File: config.mk
export PLATFORM = sky130hd
export DESIGN_NAME = systolic_tile_ctrl_flat
export DESIGN_NICKNAME = d
export VERILOG_FILES = /design/src/rtl/systolic_pkg.sv /design/src/rtl/systolic_tile_ctrl_if.sv /design/src/rtl/systolic_skew_chain.sv /design/src/rtl/systolic_tile_ctrl.sv /design/src/flat_wrapper.sv
export SDC_FILE = /design/constraint.sdc
export NUM_CORES = 1
export LEC_CHECK = 0
export CORE_MARGIN = 3
export CORE_UTILIZATION = 38
export CTS_CLUSTER_SIZE = 14
export DETAILED_ROUTE_END_ITERATION = 12
export HOLD_SLACK_MARGIN = 0.03
export PLACE_DENSITY = 0.81
export SETUP_SLACK_MARGIN = 0.1
export SLEW_MARGIN = 20
export SYNTH_ARGS = -nofsm -noshare
export SYNTH_HDL_FRONTEND = slang
export SYNTH_SLANG_ARGS = --single-unit
File: constraint.sdc
create_clock -name clk -period 1.3 [get_ports clk]
set_input_delay 0.13 -clock clk [delete_from_list [all_inputs] [get_ports clk]]
set_output_delay 0.13 -clock clk [all_outputs]
set_load 0.02 [all_outputs]
File: src/rtl/systolic_pkg.sv
// -----------------------------------------------------------------------------
// systolic_pkg
// Shared types and helpers for the systolic tile controller.
//   state_t     : one-hot controller state (LOAD / MAC / OUT)
//   mac_cycles  : length of the MAC phase for a given tile geometry
//   cnt_width   : bits needed to hold a counter value in 0..max_val
// -----------------------------------------------------------------------------
package systolic_pkg;

    typedef enum logic [2:0] {
        S_LOAD = 3'b001,
        S_MAC  = 3'b010,
        S_OUT  = 3'b100
    } state_t;

    // The last PE (row ROWS-1, column COLS-1) sees its final operand pair
    // DEPTH-1 + (ROWS-1) + (COLS-1) cycles after the first read.
    function automatic int unsigned mac_cycles(input int unsigned depth,
                                               input int unsigned rows,
                                               input int unsigned cols);
        return depth + rows + cols - 2;
    endfunction

    function automatic int unsigned cnt_width(input int unsigned max_val);
        return (max_val < 1) ? 1 : $clog2(max_val + 1);
    endfunction

endpackage

File: src/rtl/systolic_tile_ctrl_if.sv
// -----------------------------------------------------------------------------
// systolic_tile_ctrl_if
// Operand-stream and result-row handshakes of the systolic tile controller.
//   x_send_val/x_send_rdy : x operand stream
//   w_send_val/w_send_rdy : w operand stream
//   out_val/out_rdy       : result-row handshake
//   out_row               : index of the result row being presented
// Modports: master = producer/consumer side, slave = controller side.
// -----------------------------------------------------------------------------
interface systolic_tile_ctrl_if #(
    parameter int unsigned ROWS = 4
) ();

    localparam int unsigned RW = (ROWS > 1) ? $clog2(ROWS) : 1;

    logic          x_send_val;
    logic          x_send_rdy;
    logic          w_send_val;
    logic          w_send_rdy;
    logic          out_val;
    logic          out_rdy;
    logic [RW-1:0] out_row;

    modport master (
        output x_send_val, w_send_val, out_rdy,
        input  x_send_rdy, w_send_rdy, out_val, out_row
    );

    modport slave (
        input  x_send_val, w_send_val, out_rdy,
        output x_send_rdy, w_send_rdy, out_val, out_row
    );

endinterface

File: src/rtl/systolic_skew_chain.sv
// -----------------------------------------------------------------------------
// systolic_skew_chain
// Diagonal read-enable skew: ren_o[0] follows head_i directly, ren_o[i] is
// ren_o[i-1] delayed by one cycle. While en_i is low the delay line is
// flushed and all outputs are held at 0.
//   clk, rst_n : clock, synchronous active-low reset
//   en_i       : skew active (controller in MAC)
//   head_i     : read enable for lane 0
//   ren_o[N]   : skewed read enables
// -----------------------------------------------------------------------------
module systolic_skew_chain #(
    parameter int unsigned N = 4
) (
    input  logic         clk,
    input  logic         rst_n,
    input  logic         en_i,
    input  logic         head_i,
    output logic [N-1:0] ren_o
);

    if (N > 1) begin : g_chain
        logic [N-2:0] dly_q;
        logic [N-1:0] taps;

        assign taps  = {dly_q, head_i};
        assign ren_o = en_i ? taps : '0;

        always_ff @(posedge clk) begin
            if (!rst_n || !en_i) begin
                dly_q <= '0;
            end else begin
                dly_q <= taps[N-2:0];
            end
        end
    end else begin : g_single
        assign ren_o = en_i ? head_i : 1'b0;
    end

endmodule

File: src/rtl/systolic_tile_ctrl.sv
// -----------------------------------------------------------------------------
// systolic_tile_ctrl
// Sequences one systolic tile: LOAD operands into the row/column FIFOs,
// stream them diagonally into the PE array (MAC), then hand out result rows
// (OUT). Returns to LOAD after the last row so tiles run back-to-back.
//   clk, rst_n              : clock, synchronous active-low reset
//   io (slave)              : x/w send handshakes, out_val/out_rdy, out_row
//   x_fifo_full/empty [ROWS]: row FIFO status
//   x_fifo_wen/ren   [ROWS] : row FIFO write / skewed read enables
//   w_fifo_full/empty [COLS]: column FIFO status
//   w_fifo_wen/ren   [COLS] : column FIFO write / skewed read enables
//   mac_en                  : PE accumulate enable (high for all of MAC)
//   acc_clr                 : pulse with the final result-row handshake
//   busy                    : state is not LOAD
//   stall_cnt [32]          : OUT back-pressure cycles, saturating; only
//                             present with SYSTOLIC_TILE_CTRL_PERF_EN
// -----------------------------------------------------------------------------
module systolic_tile_ctrl
    import systolic_pkg::*;
#(
    parameter int unsigned ROWS  = 4,
    parameter int unsigned COLS  = 4,
    parameter int unsigned DEPTH = 4
) (
    input  logic                clk,
    input  logic                rst_n,
    systolic_tile_ctrl_if.slave io,
    input  logic [ROWS-1:0]     x_fifo_full,
    input  logic [ROWS-1:0]     x_fifo_empty,
    output logic [ROWS-1:0]     x_fifo_wen,
    output logic [ROWS-1:0]     x_fifo_ren,
    input  logic [COLS-1:0]     w_fifo_full,
    input  logic [COLS-1:0]     w_fifo_empty,
    output logic [COLS-1:0]     w_fifo_wen,
    output logic [COLS-1:0]     w_fifo_ren,
    output logic                mac_en,
    output logic                acc_clr,
    output logic                busy
`ifdef SYSTOLIC_TILE_CTRL_PERF_EN
    ,
    output logic [31:0]         stall_cnt
`endif
);

    localparam int unsigned MAC_LEN = mac_cycles(DEPTH, ROWS, COLS);
    localparam int unsigned CW      = cnt_width(DEPTH);
    localparam int unsigned MW      = cnt_width(MAC_LEN);
    localparam int unsigned RW      = (ROWS > 1) ? $clog2(ROWS) : 1;

    localparam logic [CW-1:0] DEPTH_C   = CW'(DEPTH);
    localparam logic [MW-1:0] DEPTH_M   = MW'(DEPTH);
    localparam logic [MW-1:0] MAC_LAST  = MW'(MAC_LEN - 1);
    localparam logic [RW-1:0] ROW_LAST  = RW'(ROWS - 1);

    state_t        state_q, state_d;
    logic [CW-1:0] x_cnt_q, x_cnt_d;
    logic [CW-1:0] w_cnt_q, w_cnt_d;
    logic [MW-1:0] mac_cnt_q, mac_cnt_d;
    logic [RW-1:0] out_row_q, out_row_d;

    logic x_rdy, w_rdy, x_xfer, w_xfer;
    logic in_mac, ren_head, out_val;

    // FIFO empties are status only; the controller never consults them.
    logic unused_fifo_empty;
    assign unused_fifo_empty = ^{x_fifo_empty, w_fifo_empty};

    always_comb begin
        state_d   = state_q;
        x_cnt_d   = x_cnt_q;
        w_cnt_d   = w_cnt_q;
        mac_cnt_d = mac_cnt_q;
        out_row_d = out_row_q;
        x_rdy     = 1'b0;
        w_rdy     = 1'b0;
        x_xfer    = 1'b0;
        w_xfer    = 1'b0;
        in_mac    = 1'b0;
        ren_head  = 1'b0;
        out_val   = 1'b0;
        acc_clr   = 1'b0;

        case (state_q)
            S_LOAD: begin
                // Ready is masked during reset so no FIFO write can slip in.
                x_rdy  = rst_n && (x_cnt_q < DEPTH_C) && !(|x_fifo_full);
                w_rdy  = rst_n && (w_cnt_q < DEPTH_C) && !(|w_fifo_full);
                x_xfer = io.x_send_val && x_rdy;
                w_xfer = io.w_send_val && w_rdy;
                if (x_xfer) x_cnt_d = x_cnt_q + CW'(1);
                if (w_xfer) w_cnt_d = w_cnt_q + CW'(1);
                if (x_cnt_q == DEPTH_C && w_cnt_q == DEPTH_C) begin
                    state_d = S_MAC;
                end
            end
            S_MAC: begin
                in_mac    = 1'b1;
                ren_head  = (mac_cnt_q < DEPTH_M);
                mac_cnt_d = mac_cnt_q + MW'(1);
                if (mac_cnt_q == MAC_LAST) begin
                    state_d = S_OUT;
                end
            end
            S_OUT: begin
                out_val = 1'b1;
                if (io.out_rdy) begin
                    if (out_row_q == ROW_LAST) begin
                        acc_clr   = 1'b1;
                        state_d   = S_LOAD;
                        x_cnt_d   = '0;
                        w_cnt_d   = '0;
                        mac_cnt_d = '0;
                        out_row_d = '0;
                    end else begin
                        out_row_d = out_row_q + RW'(1);
                    end
                end
            end
            default: begin
                state_d   = S_LOAD;
                x_cnt_d   = '0;
                w_cnt_d   = '0;
                mac_cnt_d = '0;
                out_row_d = '0;
            end
        endcase
    end

    always_ff @(posedge clk) begin
        if (!rst_n) begin
            state_q   <= S_LOAD;
            x_cnt_q   <= '0;
            w_cnt_q   <= '0;
            mac_cnt_q <= '0;
            out_row_q <= '0;
        end else begin
            state_q   <= state_d;
            x_cnt_q   <= x_cnt_d;
            w_cnt_q   <= w_cnt_d;
            mac_cnt_q <= mac_cnt_d;
            out_row_q <= out_row_d;
        end
    end

    systolic_skew_chain #(.N(ROWS)) u_x_skew (
        .clk    (clk),
        .rst_n  (rst_n),
        .en_i   (in_mac),
        .head_i (ren_head),
        .ren_o  (x_fifo_ren)
    );

    systolic_skew_chain #(.N(COLS)) u_w_skew (
        .clk    (clk),
        .rst_n  (rst_n),
        .en_i   (in_mac),
        .head_i (ren_head),
        .ren_o  (w_fifo_ren)
    );

    assign io.x_send_rdy = x_rdy;
    assign io.w_send_rdy = w_rdy;
    assign io.out_val    = out_val;
    assign io.out_row    = out_row_q;
    assign x_fifo_wen    = {ROWS{x_xfer}};
    assign w_fifo_wen    = {COLS{w_xfer}};
    assign mac_en        = in_mac;
    assign busy          = (state_q != S_LOAD);

`ifdef SYSTOLIC_TILE_CTRL_PERF_EN
    logic [31:0] stall_cnt_q;

    always_ff @(posedge clk) begin
        if (!rst_n) begin
            stall_cnt_q <= '0;
        end else if (state_q == S_OUT && !io.out_rdy && stall_cnt_q != '1) begin
            stall_cnt_q <= stall_cnt_q + 32'd1;
        end
    end

    assign stall_cnt = stall_cnt_q;
`endif

endmodule
File: src/flat_wrapper.sv
// flat-port wrapper written by rule: the top's interface ports become plain ports
module systolic_tile_ctrl_flat import systolic_pkg::*;
#(
    parameter int unsigned ROWS  = 4,
    parameter int unsigned COLS  = 4,
    parameter int unsigned DEPTH = 4
)
  (clk, rst_n, x_fifo_full, x_fifo_empty, x_fifo_wen, x_fifo_ren, w_fifo_full, w_fifo_empty, w_fifo_wen, w_fifo_ren, mac_en, acc_clr, busy, io_x_send_val, io_w_send_val, io_out_rdy, io_x_send_rdy, io_w_send_rdy, io_out_val, io_out_row);
  systolic_tile_ctrl_if #(.ROWS(ROWS)) io_i ();
  input  logic clk;
  input  logic rst_n;
  input  logic [ROWS-1:0] x_fifo_full;
  input  logic [ROWS-1:0] x_fifo_empty;
  output logic [ROWS-1:0] x_fifo_wen;
  output logic [ROWS-1:0] x_fifo_ren;
  input  logic [COLS-1:0] w_fifo_full;
  input  logic [COLS-1:0] w_fifo_empty;
  output logic [COLS-1:0] w_fifo_wen;
  output logic [COLS-1:0] w_fifo_ren;
  output logic mac_en;
  output logic acc_clr;
  output logic busy;
  input wire logic [$bits(io_i.x_send_val)-1:0] io_x_send_val;
  input wire logic [$bits(io_i.w_send_val)-1:0] io_w_send_val;
  input wire logic [$bits(io_i.out_rdy)-1:0] io_out_rdy;
  output wire logic [$bits(io_i.x_send_rdy)-1:0] io_x_send_rdy;
  output wire logic [$bits(io_i.w_send_rdy)-1:0] io_w_send_rdy;
  output wire logic [$bits(io_i.out_val)-1:0] io_out_val;
  output wire logic [$bits(io_i.out_row)-1:0] io_out_row;
  assign io_i.x_send_val = io_x_send_val;
  assign io_i.w_send_val = io_w_send_val;
  assign io_i.out_rdy = io_out_rdy;
  assign io_x_send_rdy = io_i.x_send_rdy;
  assign io_w_send_rdy = io_i.w_send_rdy;
  assign io_out_val = io_i.out_val;
  assign io_out_row = io_i.out_row;
  systolic_tile_ctrl #(.ROWS(ROWS), .COLS(COLS), .DEPTH(DEPTH)) u_core (.clk(clk), .rst_n(rst_n), .io(io_i), .x_fifo_full(x_fifo_full), .x_fifo_empty(x_fifo_empty), .x_fifo_wen(x_fifo_wen), .x_fifo_ren(x_fifo_ren), .w_fifo_full(w_fifo_full), .w_fifo_empty(w_fifo_empty), .w_fifo_wen(w_fifo_wen), .w_fifo_ren(w_fifo_ren), .mac_en(mac_en), .acc_clr(acc_clr), .busy(busy));
endmodule
==> flow_summary.yaml <==
run_status:
  status: "complete, but fails checks"
  violations: "negative setup slack"
detailed_routing:
  firstDrtPassIters: 4
  wire_per_inst_um: 16.6
  drt-met1-wl_um: 1420
  routed.top_layer: "met4"
  drt_iter0_drc: 27
  route.met2.wl_um: 1980
  ant_nets: 0
  post_drt_via_cell_ratio: 5.44
  wl_met3_um: 175
  num_vias: 1207
  wirelength_um: 3690
  drc: 0
sta:
  setup_slack_ns: -0.312
  max_freq_mhz: 620
  setup_viol: 35
  whs_ns: 0.432
  post-route-period-util: 1.24
  rsz0062_at_grt: "true"
  tightest_slew_ns: 0.237
  finalCriticalPeriod_ns: 1.61
  finalHoldViolCount: 0
  slew_viol_final: 0
  relSlewSlack: 0.841
  clock-skew-final_ns: 0.00768
global_route:
  grtUsageTotal: 0.197
  grt_pass1_vias: 1166
  grt_pass1_wl_um: 5300
  grt_antenna_before_repair: 0
  overflow: 0
  grt_max_degree: 12
floorplanning:
  die_area_sq_um: 3620
  io_pins: 45
  core_sq_um: 2780
  die_y_um: 60.1
  rows: 19
  die_x_um: 60.1
  start_util: 0.400
synthesis:
  synth_top_area_share: 0.324
  yosysSeqAreaShare: 0.324
  synth-edff-count: 0
  async_flop_share: 0
  synth_cell_types: 33
  yosys.area.top_type: "dfxtp_1"
  avgSynthCellArea_sq_um: 8.44
  synthTopCellsByArea: "dfxtp_1 (32%), buf_4 (8.8%), ha_1 (7.9%)"
  ys_ff_latch: 18
  postSynthCellCount: 132
  synth_flop_cell: "dfxtp_1"
  syn_area_sq_um: 1110
  synthesis.nets: 160
  yosys_warnings: 0
pwr:
  power_per_cell_area_nw_per_um2: 812
  leakagePower_nw: 0.889
  report.power.total_mw: 1.67
  peakVddDrop_mv: 0.817
worst_setup_path:
  crit_path_start_kind: "register"
  critical_path_class: "register to output pin"
  ff2ff_path_depth: 6
  crit_path_max_fanout: 4
  critPathRequiredTime_ns: 1.17
  end_kind: "output pin"
  cp.arrival_ns: 1.48
finish:
  mostFrequentLayoutCells: "buf_6 (29), buf_4 (28), dfxtp_1 (11)"
  final_common_cell: "buf_6"
  fin_nets: 220
  fillers: 178
  stdcell_area_sq_um: 2050
  insertedDiodeCount: 0
  register_area_sq_um: 379
  drive_above_1_share: 0.602
  multiInputGateArea_sq_um: 891
  area_delta_synth_final_pct: 84.4
min_path:
  whs_path_depth: 4
  min_path_type: "input pin to register"
placed_design:
  place_area_sq_um: 1660
  numPortBuffers: 36
  place_ws_ns: -0.879
  hpwl_um: 2390
  place_congestion: 0.863
clock_tree:
  cts_buffer_depth: 2
  cts_buffers: 3
  clkTransAtPathRegs_ns: 0.11
  cts_hold_buf: 0
  cts-root-buf: "clkbuf_4"
  clock_latency_ns: 0.31
  cts_tree: "built"
  numClockSinks: 18
  htree_num_levels: 1
flow_run:
  cap_viol_max_count: 0
[flip-flops by register name (all words and copies together) (netlist names)]
name,count
u_core.mac_cnt_q,4
u_core.io.out_row,2
u_core.w_cnt_q,3
u_core.x_cnt_q,3
u_core.state_q,3
u_core.u_w_skew.g_chain.dly_q,3
[kinds of logic (layout without fill, tap and decap cells)]
kind of cell	count (synthesis)	after routing	synth area share
AND/OR/NAND/NOR	58	58	0.304
buffers and inverters	24	83	0.133
AO/OA/AOI/OAI	20	20	0.116
adder cells (fa/ha/maj)	7	7	0.0786
multiplexers	5	5	0.0449
flip-flops	18	18	0.324
[critical path: stages, from the launching register on]
cell	delay [ns]
dfxtp_4	0.38
and2b_4	0.25
and2_4	0.14
nor3b_4	0.22
buf_4	0.18
[metrics by stage]
stage	setup TNS [ns]	cells	utilization
after floorplan	-0.824	132	-
after global placement	-14.35	208	0.597
after detailed placement	-16.13	208	0.597
after CTS	-6.61	218	0.672
after global routing	-8.75	222	0.738
final	-7.36	222	0.738
[cells in the mapped netlist, types with 2 or more instances]
master and count:
dfxtp_1 18, buf_4 13, nand2_1 12, and3_1 10, and2_1 7, ha_1 7
inv_1 7, nand3_1 6, mux2i_1 5, o21ai_0 5, a21oi_1 4, nor2b_1 4
nand4_1 3, nor2_1 3, nor3_1 3, a22o_1 2, a31oi_1 2, clkbuf_1 2
nor3b_1 2, nor4b_1 2, o21a_1 2, o31ai_1 2
[worst paths after layout]
| kind | start | endpoint | slack (ns) |
|---|---|---|---|
| setup / recovery | u_core.state_q[2] | x_fifo_ren[0] | -0.31 |
| hold / removal | rst_n | u_core.io.out_row[1] | 0.43 |
| setup reg to reg | u_core.state_q[2] | u_core.w_cnt_q[2] | -0.31 |
| hold reg to reg | u_core.w_cnt_q[1] | u_core.w_cnt_q[1] | 0.50 |
[metal layers]
metal | track usage | vias to the layer above
met5 | 0 | -
met4 | 0.111 | 0
met3 | 0.0302 | 11
met2 | 0.358 | 38
met1 | 0.212 | 586
li1 | - | 572
[layout make-up]
class | count | share of cell area
Multi-Input combinational cell | 90 | 0.434
Timing Repair Buffer | 72 | 0.331
Sequential cell | 18 | 0.185
Clock buffer | 4 | 0.0177
Inverter | 7 | 0.0140
Tap cell | 31 | 0.0189
[report_power, final]
part	internal [mW]	switching (mW)	leakage, nW	total [mW]
Sequential	0.580	0.0376	0.149	0.618
Combinational	0.353	0.334	0.719	0.687
Clock	0.171	0.190	0.0210	0.361
Total	1.10	0.562	0.889	1.67
[what timing repair did]
| action | CTS | global route |
|---|---|---|
| pin swaps | 17 | 14 |
| endpoints found under the setup margin | 39 | 42 |
| resized for setup | 163 | 44 |
| setup buffers | 7 | 6 |
No activity file was read; power rests on OpenSTA's default activity.
==> variant: new RTL, same settings <==
The 3 states of `state_t` get a binary encoding in 2 bits. Comments in the files are not updated.
--- a/src/rtl/systolic_pkg.sv
+++ b/src/rtl/systolic_pkg.sv
@@ -7,10 +7,10 @@
 // -----------------------------------------------------------------------------
 package systolic_pkg;
 
-    typedef enum logic [2:0] {
-        S_LOAD = 3'b001,
-        S_MAC  = 3'b010,
-        S_OUT  = 3'b100
+    typedef enum logic [1:0] {
+        S_LOAD = 2'd0,
+        S_MAC  = 2'd1,
+        S_OUT  = 2'd2
     } state_t;
 
     // The last PE (row ROWS-1, column COLS-1) sees its final operand pair
Behaviour: same outputs for any inputs over 10 cycles, from zero or initial values and one cycle with rst_n low; not proved beyond that.
==> variant against the original RTL <==
- the run still ends with setup timing left
- worst hold slack lost 14 ps
- setup slack worse by 11 ps
- sequential cell count shrank 1
- maximum frequency decreased by 0.67%
- wire length grew 1.7%
- area after synthesis is 9.7% lower
- design area down 9.2%
- critical endpoint is now w_fifo_wen[1]
- highest routed layer unchanged
Power is not compared: it rests on default switching activity, and its combinational part moved more than twofold at a synthesized area within 25%.
==> variant: results <==
{
  "setup_viol": 27,
  "met3_length_um": 177,
  "dp_hpwl_mm": 1.894,
  "grt_pass1_vias": 1109,
  "routed-wl-met2_mm": 2.096,
  "nNonClkInverters": 9,
  "synth_area_leaders": "dfxtp_1, buf_4, ha_1",
  "multi_input_area_share_pct": 39.06,
  "max-slew-margin-rel_pct": 77.13,
  "ff2ff_setup_slack_ps": -160,
  "status": "complete, but fails checks",
  "cts_sinks": 17,
  "placed_cell_area_um2": 1490,
  "vdd_ir_drop_max_mv": 0.6402,
  "drt_iter0_markers": 26,
  "num-fill-cells": 162,
  "signal_buffers": 71,
  "seq_share_pct": 19.53,
  "rr_endpoint": "u_core.w_cnt_q[0]$_SDFFE_PN0P_",
  "wl_met1_mm": 1.300,
  "via_per_inst": 5.315,
  "clkCellAreaFrac_pct": 1.409,
  "setup_tns_ps": -3958,
  "finalClockSkew_ps": 0.6970,
  "final_cell_area_um2": 1864,
  "syn_avg_cell_area_um2": 8.824,
  "setup_ws_ps": -322.8,
  "dp_slack_ps": -757.7,
  "grt_first_pass_wirelength_mm": 5.202,
  "io_buffers": 36,
  "wirelength_mm": 3.754,
  "critPathCapture": "w_fifo_wen[1]",
  "gp_congestion": 0.7750,
  "violations": "setup timing",
  "multi_input_gates": 72,
  "wire_per_inst_um": 18.49,
  "die_w_um": 57.45,
  "holdWs_ps": 418.5,
  "r2r_cells": 5,
  "yosys.cell_types.count": 34,
  "synthTopCellsByCount": "dfxtp_1, buf_4, and2_1, inv_1, nor2_1",
  "ys_seq_area_share_pct": 33.83,
  "placed_cells": 187,
  "diodes": 0,
  "hold-path-endpoint": "u_core.u_w_skew.g_chain.dly_q[0]$_SDFF_PP0_",
  "grtUsageTotal_pct": 20.80
}
-- variant: kinds of logic after synthesis --
family,count (synthesis),share of synthesized area (%)
compound gates,17,11.57
xor+xnor,3,2.612
fa+ha+maj,7,8.706
buf+inv,25,14.92
flops,17,33.83
mux,2,2.487
simple gates,43,25.87
-- variant: power by group through the flow --
stage	clock, mW	combinational (mW)	sequential (mW)
floorplan	0	0.0532	0.551
global route	0.316	0.196	0.542
detailed placement	0	0.122	0.553
CTS	0.294	0.130	0.539
finish	0.294	0.182	0.540
global placement	0	0.116	0.551
-- variant: per-layer routing --
layer,GRT usage [%],up-vias
li1,-,494
met1,20.78,515
met2,39.03,54
met3,6.787,16
met4,8.278,0
met5,0,-
-- variant: critical path, cell delays in order (launching register included) --
cell and delay, ps:
dfxtp_2 360, nor4b_4 370, nand3_2 160, nor2_4 140, buf_4 160
-- variant: repair_timing --
item | in CTS | in global routing
hold buffers | 0 | 0
pin swaps | 20 | 26
buffers inserted | 5 | 8
resized for setup | 170 | 36
endpoints found under the setup margin | 35 | 36
